[src/rtl/usbdev_iomux_filt.sv]
// USB device pin mux: 2-flop rx sync, flip correction, per-bit glitch filter, timed override FSM.
// Latency: rx_sync_o 2 cycles, rx_o +FiltCycles when filtering, tx_o/ctl_o combinational; no backpressure.
module usbdev_iomux_clk_mux2 (
  input  logic clk0_i,
  input  logic clk1_i,
  input  logic sel_i,
  output logic clk_o
);
  // Behavioural model of the glitch-free mux cell; map to the library cell in implementation.
  assign clk_o = sel_i ? clk1_i : clk0_i;
endmodule

module usbdev_iomux_filt #(
  parameter int unsigned NumRx      = 4,
  parameter int unsigned FiltCycles = 4,
  parameter int unsigned TimerW     = 16
) (
  input  logic              clk_i,
  input  logic              rst_ni,
  input  logic [NumRx-1:0]  rx_async_i,
  input  logic              filt_en_i,
  input  logic              pin_flip_i,
  output logic [NumRx-1:0]  rx_sync_o,
  output logic [NumRx-1:0]  rx_o,
  input  logic [4:0]        core_tx_i,
  input  logic [2:0]        core_ctl_i,
  input  logic [4:0]        ovr_tx_i,
  input  logic [2:0]        ovr_ctl_i,
  input  logic              ovr_en_i,
  input  logic              ovr_start_i,
  input  logic [TimerW-1:0] ovr_timeout_i,
  input  logic              ovr_clr_i,
  output logic [4:0]        tx_o,
  output logic [2:0]        ctl_o,
  output logic              ovr_active_o,
  output logic              ovr_expired_o
);
  localparam logic [3:0] FiltMax = 4'(FiltCycles);

  typedef enum logic [1:0] {StIdle, StActive, StExpired} ovr_state_e;

  logic [NumRx-1:0]      sync1_q, sync2_q, rx_flip;
  logic [NumRx-1:0]      prev_q, filt_q, filt_d;
  logic [NumRx-1:0][3:0] cnt_q, cnt_d;
  ovr_state_e            state_q;
  logic [TimerW-1:0]     timer_q;
  logic                  expired_q;
  logic [4:0]            tx_sel, tx_alt;
  logic [2:0]            ctl_sel;

  always_ff @(posedge clk_i or negedge rst_ni) begin
    if (!rst_ni) begin
      sync1_q <= '0;
      sync2_q <= '0;
    end else begin
      sync1_q <= rx_async_i;
      sync2_q <= sync1_q;
    end
  end

  always_comb begin
    rx_flip = sync2_q;
    if (pin_flip_i) begin
      rx_flip[0] = sync2_q[1];
      rx_flip[1] = sync2_q[0];
      rx_flip[2] = ~sync2_q[2];
    end
  end
  assign rx_sync_o = rx_flip;

  // Filters always run so enabling them never exposes a stale value.
  always_comb begin
    cnt_d  = cnt_q;
    filt_d = filt_q;
    for (int i = 0; i < int'(NumRx); i++) begin
      if (rx_flip[i] != prev_q[i])  cnt_d[i] = 4'd1;
      else if (cnt_q[i] == FiltMax) cnt_d[i] = cnt_q[i];
      else                          cnt_d[i] = cnt_q[i] + 4'd1;
      if (cnt_d[i] == FiltMax) filt_d[i] = rx_flip[i];
    end
  end

  always_ff @(posedge clk_i or negedge rst_ni) begin
    if (!rst_ni) begin
      prev_q <= '0;
      filt_q <= '0;
      cnt_q  <= '0;
    end else begin
      prev_q <= rx_flip;
      filt_q <= filt_d;
      cnt_q  <= cnt_d;
    end
  end
  assign rx_o = filt_en_i ? filt_q : rx_flip;

  always_ff @(posedge clk_i or negedge rst_ni) begin
    if (!rst_ni) begin
      state_q   <= StIdle;
      timer_q   <= '0;
      expired_q <= 1'b0;
    end else if (ovr_clr_i) begin
      state_q   <= StIdle;
      timer_q   <= '0;
      expired_q <= 1'b0;
    end else begin
      unique case (state_q)
        StActive: begin
          if (ovr_start_i) begin
            timer_q <= ovr_timeout_i;
          end else if (timer_q != '0) begin
            timer_q <= timer_q - TimerW'(1);
            if (timer_q == TimerW'(1)) begin
              state_q   <= StExpired;
              expired_q <= 1'b1;
            end
          end
        end
        default: begin
          if (ovr_start_i) begin
            state_q   <= StActive;
            timer_q   <= ovr_timeout_i;
            expired_q <= 1'b0;
          end
        end
      endcase
    end
  end

  assign ovr_active_o  = ovr_en_i | (state_q == StActive);
  assign ovr_expired_o = expired_q;

  // Flip view of the selected drive: dp/dn swapped, d inverted.
  assign tx_alt = {tx_sel[4:3], ~tx_sel[2], tx_sel[0], tx_sel[1]};

  for (genvar b = 0; b < 5; b++) begin : g_tx
    usbdev_iomux_clk_mux2 u_src_mux (
      .clk0_i (core_tx_i[b]),
      .clk1_i (ovr_tx_i[b]),
      .sel_i  (ovr_active_o),
      .clk_o  (tx_sel[b])
    );
    usbdev_iomux_clk_mux2 u_flip_mux (
      .clk0_i (tx_sel[b]),
      .clk1_i (tx_alt[b]),
      .sel_i  (pin_flip_i),
      .clk_o  (tx_o[b])
    );
  end

  assign ctl_sel = ovr_active_o ? ovr_ctl_i : core_ctl_i;
  assign ctl_o   = pin_flip_i ? {ctl_sel[2], ctl_sel[0], ctl_sel[1]} : ctl_sel;
endmodule

[config.mk]
export PLATFORM = sky130hd
export DESIGN_NAME = usbdev_iomux_filt
export DESIGN_NICKNAME = d
export VERILOG_FILES = /design/src/rtl/usbdev_iomux_filt.sv
export SDC_FILE = /design/constraint.sdc
export NUM_CORES = 1
export LEC_CHECK = 0
export ABC_CLOCK_PERIOD_IN_PS = 2000
export CAP_MARGIN = 20
export CORE_MARGIN = 1.5
export CORE_UTILIZATION = 45
export DETAILED_ROUTE_END_ITERATION = 12
export GPL_TIMING_DRIVEN = 1
export PLACE_DENSITY = 0.85
export SETUP_SLACK_MARGIN = 0.15
export SLEW_MARGIN = 10
export SYNTH_ARGS = -nofsm -noshare
export SYNTH_HDL_FRONTEND = slang
export SYNTH_SLANG_ARGS = --single-unit
[constraint.sdc]
create_clock -name clk_i -period 2 [get_ports clk_i]
set_input_delay 0.2 -clock clk_i [delete_from_list [all_inputs] [get_ports clk_i]]
set_output_delay 0.2 -clock clk_i [all_outputs]
set_load 0.005 [all_outputs]
==> impl_results.md, run 1 <==
- Buffers on Ports: 60
- Share of post-route cells with drive strength above 1: 0.350
- Placed insts: 462
- First drt pass iteration count: 4
- Crit path DAT: approximately 2.3 ns
- Via Count: 2,787
- YS warnings: 0
- RePlAce Congestion: roughly 0.9
- CP Data Required Time: about 2.2 ns
- Reg2Reg Depth: 8
- Die span in y: 83.3 um
- FP Rows: 29
- Worst R2R Setup Slack: -0.07 ns
- Diode count: 0
- Seq/Total Area, Yosys: 0.431
- # fillers: ~460
- Maximum VDD drop: 507 uV
- Global route overflow: 0
- DR iter-0 viols: about 190
- Core area: 0.00628 mm2
- Hold-fix buffers, CTS: 0
- H-tree Lvls: 2
- Crit-path max FO: 5
- Starting Density: 0.462
- Synth Register Bits: 50
- HPWL after DPL: just over 5000 um
- Largest net degree at the start of global routing: 51
- Worst slew margin: 0.588
- Syn avg cell area: slightly below 10 um2
- Routed wire length: 7590 um
- Final hold violations: 17
- Vias in the first global route: roughly 2,800
- Violated checks: negative hold slack, negative setup slack
- Mapped Cells: 299
- Synthesized area: approximately 0.0029 mm2
- Initial antenna violation count: 0
- Endpoints failing setup: 3
- Leading cell types in the layout, fill and taps excluded: buf_4, dfrtp_1, clkdlybuf4s50_1
- Tcrit/Tclk final: 1.04
- Clock Tree Buf Depth: 2
- RR Endpoint: timer_q[0]
- Distinct cells, synth: 52
- Final Critical Period: roughly 2.1 ns
- CTS buffer count: 5
- Fmax: between 400 and 500 MHz
- Slew Limit Fails: 0
- Routed wirelength normalized by instance count: between 15 and 20 um
- Setup crit end kind: register
- Hold WC Path Type: in -> async
- Root buf cell: clkbuf_8
- Startpoint types: register
- Finished Layout Cells: a little over 500
- DR vias/cell: 5.54
- Worst Max-Slew Pin Slew: about 0.62 ns
- RSZ-0062 raised after global routing: yes
- First-pass GRT wire length: approximately 12,000 um
- CTS tree: yes
- PD cells: a little over 800 mW/mm2
- Lkg Pwr: 1.95 nW
- DRC: 0
- Syn Nets: around 350
- Die area: 0.00694 mm2
- Worst R2R Start: timer_q[9]
- Nets: 478
- Area Overhead vs Synth: 51.1%
- DRT antenna net count: 0
- CTS clk-pin slew, worst paths: about 0.09 ns
- Tot GR Track Use: 0.215
- Clock Skews: 0.00806 ns
- Crit path kind: reg -> reg
- DIE WIDTH: ~83 um
- # clock sinks: 50
- I/O pin count: 61
- Max-cap viol count: 0
- Final worst slack: -0.0738 ns
- Most common cell after layout, fill and taps aside: buf_4
- Final hold slack: -0.0106 ns
- Clock Latency Late Sink: approximately 0.3 ns
- Status: finished, violations left
-- worst max-delay path, stage by stage, from the launching register on --
cell	delay, ns
dfrtp_1	0.39
or4_4	0.58
buf_4	0.17
buf_6	0.11
o41ai_4	0.22
buf_4	0.20
xnor2_1	0.13
nand2_1	0.09
a21oi_2	0.11
-- what timing repair did --
action                     in CTS  in global routing
buffers inserted               22                 11
resized for setup              69                 26
setup endpoints to repair      35                 31
hold endpoints to repair        0                  0
pin swaps                      21                 15
-- per-layer routing --
| layer | routed length [um] | global-route usage |
|---|---|---|
| met3 | 316 | 0.0358 |
| met1 | 2990 | 0.261 |
| met4 | 87 | 0.0545 |
| met2 | 4190 | 0.395 |
| met5 | 0 | 0 |
-- kinds of logic after synthesis --
group | Yosys count | synth area share
AO/OA/AOI/OAI | 62 | 0.148
XOR/XNOR | 12 | 0.0362
adder cells (fa/ha/maj) | 10 | 0.0431
buffers and inverters | 36 | 0.0578
flip-flops | 50 | 0.431
multiplexers | 25 | 0.0919
AND/OR/NAND/NOR | 104 | 0.191
-- Yosys cell counts (all sizes together) --
| master | count | area, um2 |
|---|---|---|
| o211ai | 4 | 30.0 |
| nor2b | 4 | 25.0 |
| nand3 | 15 | 75.1 |
| a21oi | 18 | 90.1 |
| o31ai | 1 | 12.5 |
| o21a | 1 | 7.51 |
| a22oi | 1 | 12.5 |
| a22o | 1 | 8.76 |
| dfrtp | 50 | 1250 |
| nand3b | 3 | 22.5 |
| and3 | 1 | 6.26 |
| or4 | 4 | 37.5 |
| clkbuf | 6 | 22.5 |
| inv | 21 | 78.8 |
| o22ai | 1 | 6.26 |
| a32o | 2 | 20.0 |
| a2111o | 1 | 11.3 |
| ha | 10 | 125 |
| nor2 | 21 | 78.8 |
| nor3b | 1 | 7.51 |
| or3b | 2 | 17.5 |
| o311ai | 4 | 35.0 |
| mux2 | 13 | 146 |
| or3 | 4 | 30.0 |
| mux2i | 12 | 120 |
| nor3 | 12 | 65.1 |
| o32ai | 1 | 8.76 |
| nand4bb | 1 | 11.3 |
| xor2 | 5 | 43.8 |
| a21boi | 1 | 7.51 |
| o21ai | 18 | 90.1 |
| a211o | 1 | 8.76 |
| xnor2 | 7 | 61.3 |
| buf | 9 | 66.3 |
| or2 | 3 | 18.8 |
| o41ai | 3 | 45.1 |
| nand2 | 19 | 71.3 |
| nand4 | 1 | 6.26 |
| a32oi | 3 | 26.3 |
| nor4 | 5 | 31.3 |
| o311a | 1 | 10.0 |
| nand2b | 7 | 43.8 |
| and2 | 1 | 6.26 |
-- metrics by stage --
step / utilization / TNS (ns) / area (um2) / power (mW) / worst slack (ns)
3_5_place_dp: 0.613 / -0.970 / 3850 / 2.59 / -0.273
4_1_cts: 0.672 / -0.0390 / 4220 / 3.46 / -0.0201
6_report: 0.698 / -0.130 / 4380 / 3.59 / -0.0738
3_3_place_gp: 0.613 / -0.727 / 3850 / 2.53 / -0.205
2_1_floorplan: - / 0 / 2950 / 2.11 / 0.0295
5_1_grt: 0.698 / -0.368 / 4380 / 3.82 / -0.0734
-- worst max-delay path by stage --
stage	end	startpoint	slack [ns]	cells past startpoint
2_1_floorplan	timer_q[13]	timer_q[10]	0.03	5
3_3_place_gp	filt_q[0]	pin_flip_i	-0.21	6
3_5_place_dp	filt_q[1]	pin_flip_i	-0.27	6
4_1_cts	timer_q[0]	timer_q[8]	-0.02	6
5_1_grt	timer_q[0]	timer_q[9]	-0.07	8
6_report	timer_q[0]	timer_q[9]	-0.07	8
-- area by class of cell --
| type | count | area (um2) | share of cell area |
|---|---|---|---|
| repair buffers | 134 | 1150 | 0.263 |
| clock buffers | 6 | 72.6 | 0.0166 |
| well taps | 77 | 96.3 | 0.0220 |
| inverters | 21 | 78.8 | 0.0180 |
| flip-flops and latches | 50 | 1250 | 0.286 |
| clock inverters | 2 | 37.5 | 0.00856 |
| multi-input cells | 213 | 1690 | 0.386 |
-- sequential cells by signal, indices dropped and copies added (netlist names) --
name / flops
prev_q: 4
sync1_q: 4
timer_q: 16
cnt_q: 16
sync2_q: 4
filt_q: 4
state_q: 2
-- power breakdown --
group          internal, mW  switching [mW]
Combinational         0.836           0.679
Sequential             1.20           0.175
Clock                 0.373           0.334
Total                  2.41            1.19
Power figures use the tool's default switching activity.
==> inputs of run 2 (changes only) <==
--- a/config.mk
+++ b/config.mk
@@ -9,6 +9,7 @@
 export CAP_MARGIN = 20
 export CORE_MARGIN = 1.5
 export CORE_UTILIZATION = 45
+export CTS_CLUSTER_DIAMETER = 50
 export DETAILED_ROUTE_END_ITERATION = 12
 export GPL_TIMING_DRIVEN = 1
 export PLACE_DENSITY = 0.85
==> results of run 2 <==
Final layout, timing and power as in run 1 (identical DEF).
